===== src/rtl/player_move_ctrl.sv =====
// rtl/player_move_ctrl.sv - two-requester arbitrated player position controller
//
// Three-state controller (IDLE -> MOVE -> WAIT) that moves a player one pixel
// per axis per step, arbitrating between two direction requesters.
//
// Ports:
//   clk         rising-edge clock
//   reset       asynchronous active-low reset
//   src_a_req   requester A (buttons) wants a move
//   src_a_dir   A direction {up,down,left,right}
//   src_b_req   requester B (demo/AI) wants a move
//   src_b_dir   B direction {up,down,left,right}
//   cfg_load    teleport strobe; loads clamped cfg_x/cfg_y
//   cfg_x/cfg_y teleport coordinates
//   grant_a/b   one-cycle pulse when that source's direction is latched
//   player_x/y  current position, unsigned
//   move_pulse  one-cycle pulse when a move changed the position
module player_move_ctrl #(
    parameter int INIT_X   = 10,
    parameter int INIT_Y   = 10,
    parameter int X_MAX    = 639,
    parameter int Y_MAX    = 479,
    parameter int STEP_DIV = 4
) (
    input  logic       clk,
    input  logic       reset,
    input  logic       src_a_req,
    input  logic [3:0] src_a_dir,
    input  logic       src_b_req,
    input  logic [3:0] src_b_dir,
    input  logic       cfg_load,
    input  logic [9:0] cfg_x,
    input  logic [9:0] cfg_y,
    output logic       grant_a,
    output logic       grant_b,
    output logic [9:0] player_x,
    output logic [9:0] player_y,
    output logic       move_pulse
);

    localparam logic [9:0] X_LIM    = 10'(X_MAX);
    localparam logic [9:0] Y_LIM    = 10'(Y_MAX);
    localparam logic [9:0] X_START  = 10'(INIT_X);
    localparam logic [9:0] Y_START  = 10'(INIT_Y);
    localparam logic [7:0] CNT_LAST = 8'(STEP_DIV - 1);

    typedef enum logic [1:0] {IDLE, MOVE, WAIT} state_t;

    state_t     state_q, state_d;
    logic [3:0] dir_q, dir_d;
    logic [7:0] cnt_q, cnt_d;
    logic       last_b_q, last_b_d;     // 1: B was granted most recently
    logic [9:0] x_q, x_d;
    logic [9:0] y_q, y_d;
    logic       grant_a_q, grant_a_d;
    logic       grant_b_q, grant_b_d;
    logic       pulse_q, pulse_d;
    logic [9:0] mx, my;
    logic       pick_a;

    always_comb begin
        state_d   = state_q;
        dir_d     = dir_q;
        cnt_d     = cnt_q;
        last_b_d  = last_b_q;
        x_d       = x_q;
        y_d       = y_q;
        grant_a_d = 1'b0;
        grant_b_d = 1'b0;
        pulse_d   = 1'b0;
        pick_a    = 1'b0;

        // Saturating step; opposing bits on one axis cancel.
        // dir = {up, down, left, right}
        mx = x_q;
        if (dir_q[0] && !dir_q[1] && x_q < X_LIM)
            mx = x_q + 10'd1;
        else if (dir_q[1] && !dir_q[0] && x_q != 10'd0)
            mx = x_q - 10'd1;

        my = y_q;
        if (dir_q[3] && !dir_q[2] && y_q < Y_LIM)
            my = y_q + 10'd1;
        else if (dir_q[2] && !dir_q[3] && y_q != 10'd0)
            my = y_q - 10'd1;

        case (state_q)
            IDLE: begin
                if (src_a_req || src_b_req) begin
                    // On a tie the source not granted last time wins.
                    pick_a = src_a_req && (!src_b_req || last_b_q);
                    if (pick_a) begin
                        grant_a_d = 1'b1;
                        dir_d     = src_a_dir;
                        last_b_d  = 1'b0;
                    end else begin
                        grant_b_d = 1'b1;
                        dir_d     = src_b_dir;
                        last_b_d  = 1'b1;
                    end
                    state_d = MOVE;
                end
            end
            MOVE: begin
                x_d     = mx;
                y_d     = my;
                pulse_d = (mx != x_q) || (my != y_q);
                cnt_d   = 8'd0;
                state_d = WAIT;
            end
            WAIT: begin
                if (cnt_q == CNT_LAST)
                    state_d = IDLE;
                else
                    cnt_d = cnt_q + 8'd1;
            end
            default: state_d = IDLE;
        endcase

        // Teleport overrides any same-cycle grant or move.
        if (cfg_load) begin
            x_d       = (cfg_x > X_LIM) ? X_LIM : cfg_x;
            y_d       = (cfg_y > Y_LIM) ? Y_LIM : cfg_y;
            grant_a_d = 1'b0;
            grant_b_d = 1'b0;
            pulse_d   = 1'b0;
            dir_d     = dir_q;
            last_b_d  = last_b_q;
            cnt_d     = 8'd0;
            state_d   = IDLE;
        end
    end

    always_ff @(posedge clk or negedge reset) begin
        if (!reset) begin
            state_q   <= IDLE;
            dir_q     <= 4'd0;
            cnt_q     <= 8'd0;
            last_b_q  <= 1'b1;
            x_q       <= X_START;
            y_q       <= Y_START;
            grant_a_q <= 1'b0;
            grant_b_q <= 1'b0;
            pulse_q   <= 1'b0;
        end else begin
            state_q   <= state_d;
            dir_q     <= dir_d;
            cnt_q     <= cnt_d;
            last_b_q  <= last_b_d;
            x_q       <= x_d;
            y_q       <= y_d;
            grant_a_q <= grant_a_d;
            grant_b_q <= grant_b_d;
            pulse_q   <= pulse_d;
        end
    end

    assign grant_a    = grant_a_q;
    assign grant_b    = grant_b_q;
    assign player_x   = x_q;
    assign player_y   = y_q;
    assign move_pulse = pulse_q;

endmodule


===== config.mk =====
export PLATFORM = sky130hd
export DESIGN_NAME = player_move_ctrl
export DESIGN_NICKNAME = d
export VERILOG_FILES = /design/src/rtl/player_move_ctrl.sv
export SDC_FILE = /design/constraint.sdc
export NUM_CORES = 1
export LEC_CHECK = 0
export CAP_MARGIN = 15
export CORE_MARGIN = 5
export CORE_UTILIZATION = 47
export DETAILED_ROUTE_END_ITERATION = 12
export PLACE_DENSITY = 0.77
export SETUP_SLACK_MARGIN = 0.5
export SLEW_MARGIN = 10
export SYNTH_ARGS = -nofsm -noshare
export SYNTH_HDL_FRONTEND = slang
export SYNTH_SLANG_ARGS = --single-unit

===== constraint.sdc =====
create_clock -name clk -period 2 [get_ports clk]
set_input_delay 0.4 -clock clk [delete_from_list [all_inputs] [get_ports clk]]
set_output_delay 0.4 -clock clk [all_outputs]
set_load 0.01 [all_outputs]

==> metrics.txt <==
final core occ=75.1%; first-pass GRT wire length=14.6 mm; Final GP Congestion=0.930; Arr. time, crit path=2.26 ns; Post-Synthesis Cells=313; failing checks=setup timing; most common cell after layout, fill and taps aside=buf_4; Slew Limit Fails=0; PwrDens=750 mW/mm2; 1st-pass router iterations=6; DRT antenna net count=0; critical path's slowest cell=or4b_4; placed insts=459; Starting Density=47.5%; Highest Clock Rate=482 MHz; WL final=10.1 mm; RSZ-0062 raised after global routing=yes; Final Non-Filler Cells=504; initial antenna violation count=0; Synth Net Count=353; core area=0.00582 mm2; Synthesis Warnings=0; sequential cell area=966 um2; Routed WL per cell=20.1 um; CTS Hold Bufs=0; count of input and output buffers=55; clock-pin slew on the worst setup and hold paths=0.08 ns; most frequent cells in the layout=buf_4, nor2_1, clkdlybuf4s50_1; GRT overflow=0; share of cells above drive strength 1=41.5%; Detailed Route Iter0 Violations=358; relative slew slack=62.0%; CP Cell Sequence=inv_2 -> ha_4 -> or4b_4 -> nor4_4 -> o21a_1 -> nor3_2 -> o32a_1; synthesis-to-layout area growth=58.0%; TritonCTS Buffers=5; Yosys cell types=75; TNS Setup=-0.228 ns; via count=3234; Yosys reg bits=38; FILL cells=398; CTS max path bufs=2; crit path capture type=register; VDD IR max=614 uV; async set-reset flop share out of synthesis=100%; LEAKAGE=1.74 nW; post-DP HPWL=5.89 mm; hold crit path type=input pin to asynchronous set/reset pin; Seq/Total Area, Yosys=34.6%; slew at the pin closest to its max-slew limit=0.564 ns; status=finished, violations left; pin count of the biggest net entering global routing=39; count of final setup violators=5; # DRC=0; All-Layer GR Usage=24.3%; max_cap viols=0; detailed-route vias per instance=6.42; Final Critical Period=2.07 ns; std cell rows=28; Critical Path Source Type=register; Max Clock Skew=0.00700 ns; CTS tree=yes; # clock sinks=38; setup ws final=-0.0736 ns; Die Area=0.00752 mm2; H-tree level count=2; Worst path max stage delay=0.50 ns; Worst Path Required=2.19 ns; Main synth FF type=dfrtp_1; die span in y=86.7 um; Critical Path Start=player_x[0]$_DFFE_PN0P_; Die Wd=86.7 um; nets=468; Netlist Area Pre-Place=0.00277 mm2; FF-to-FF Start=player_x[0]$_DFFE_PN0P_; clk_lat worst skew=0.31 ns; Avg Inst Size Synth=8.83 um2; final period utilization=104%; IO Count=56; crit-path max FO=3; kind of critical path=register to register; area taken by multi-input logic gates=0.00199 mm2; Hold Fails Final Rpt=0; vias in the first global route=3047; ANT cells=0; EDFF count, synth=0; CTS root buffer=clkbuf_8
==> metrics by stage <==
stage | total power [mW] | instance area (um2) | setup WS (ns) | hold slack [ns]
after global placement | 2.01 | 3620 | 0.0510 | 0.487
after global routing | 3.42 | 4370 | -0.163 | 0.181
final | 3.28 | 4370 | -0.0736 | 0.138
after CTS | 3.04 | 4110 | 0.0878 | 0.158
after floorplan | 1.60 | 2860 | 0.0485 | 0.104
after detailed placement | 2.04 | 3620 | 0.00516 | 0.482
==> Yosys cell counts (2+ instances only) <==
| cell | instances | area, um2 |
|---|---|---|
| o31ai_1 | 2 | 15.0 |
| a311oi_1 | 2 | 17.5 |
| o2111ai_1 | 2 | 17.5 |
| o22a_1 | 2 | 17.5 |
| o22ai_1 | 2 | 12.5 |
| o32a_1 | 2 | 20.0 |
| nor3b_1 | 2 | 15.0 |
| nor2_1 | 37 | 139 |
| a31oi_1 | 2 | 12.5 |
| xnor2_1 | 7 | 61.3 |
| nand3_1 | 14 | 70.1 |
| o41a_1 | 2 | 22.5 |
| buf_6 | 5 | 56.3 |
| o211ai_1 | 2 | 15.0 |
| or4b_1 | 2 | 20.0 |
| o21a_1 | 2 | 15.0 |
| a211oi_1 | 4 | 30.0 |
| o31a_1 | 2 | 17.5 |
| a32o_1 | 2 | 20.0 |
| o32ai_1 | 2 | 17.5 |
| clkbuf_1 | 6 | 22.5 |
| and4_1 | 3 | 26.3 |
| nor4_1 | 11 | 68.8 |
| and3_1 | 3 | 18.8 |
| dfrtp_1 | 33 | 826 |
| xor2_1 | 3 | 26.3 |
| nor4b_1 | 2 | 17.5 |
| buf_2 | 2 | 10.0 |
| a21oi_1 | 12 | 60.1 |
| nand2b_1 | 5 | 31.3 |
| or3_1 | 5 | 31.3 |
| inv_1 | 8 | 30.0 |
| mux2i_1 | 5 | 50.1 |
| nor2b_1 | 5 | 31.3 |
| a21o_1 | 2 | 15.0 |
| nand4_1 | 5 | 31.3 |
| o21ai_0 | 21 | 105 |
| ha_1 | 7 | 87.6 |
| o21ai_2 | 2 | 17.5 |
| nor3_1 | 10 | 50.1 |
| dfstp_2 | 5 | 131 |
| or4b_4 | 2 | 27.5 |
| nand2_1 | 27 | 101 |
==> worst max-delay path: cells and delay by family (launching register included) <==
family / cells / cell delay (ns)
flops: 1 / 0.42
fa+ha+maj: 1 / 0.13
compound gates: 2 / 0.48
buf+inv: 1 / 0.08
simple gates: 3 / 0.85
==> timing repair <==
item	CTS	global route
endpoints found under the setup margin	58	43
pin swaps	23	21
setup buffers	22	15
resized for setup	107	54
==> cells by family (layout without fill, tap and decap cells) <==
family	Yosys count	count (layout)	share of synthesized area [%]
AOI/OAI and AO/OA	83	83	22.5
xor gates and xnor gates	10	10	3.17
adders and majority gates	7	7	3.17
buffers and inverters	25	141	5.38
DFF	38	38	34.6
muxes	6	6	2.35
and+or+nand+nor	144	144	28.8
==> report_power, final <==
group | internal (mW) | switching [mW] | leakage, nW | total, mW
logic | 0.708 | 0.741 | 1.21 | 1.45
registers | 0.879 | 0.109 | 0.455 | 0.988
clock network | 0.532 | 0.309 | 0.0714 | 0.841
==> area by class of cell <==
type / instances / share of cell area [%]
Tap cell: 75 / 2.15
Sequential cell: 38 / 22.1
Inverter: 9 / 0.888
Timing Repair Buffer: 124 / 25.9
Clock inverter: 2 / 1.37
Multi-Input combinational cell: 250 / 45.6
Clock buffer: 6 / 1.89
==> path summary, 6_finish.rpt <==
check	slack, ns	to	cells past startpoint
min reg2reg	0.52	last_b_q$_DFFE_PN1P_	1
max in group asynchronous	1.47	player_x[0]$_DFFE_PN0P_	2
min	0.14	player_y[2]$_DFFE_PN0P_	2
max	-0.07	player_x[2]$_DFFE_PN0P_	7
min in group clk	0.52	last_b_q$_DFFE_PN1P_	1
max reg2reg	-0.07	player_x[2]$_DFFE_PN0P_	7
==> metal layers <==
metal | routed length (um) | vias up | GRT usage (%) | part of all wire [%]
li1 | - | 1417 | - | -
met1 | 3660 | 1560 | 29.8 | 36
met2 | 5160 | 211 | 42.0 | 51
met3 | 883 | 46 | 5.13 | 8.7
met4 | 442 | 0 | 8.92 | 4.4
met5 | 0 | - | 0 | 0
==> flip-flops by register name, summed over array words and instances, names as in the netlist <==
name / flops
move_pulse: 1
state_q: 2
cnt_q: 8
grant_b: 1
grant_a: 1
dir_q: 4
player_y: 10
player_x: 10
last_b_q: 1
(Power assumes the default switching activity.)
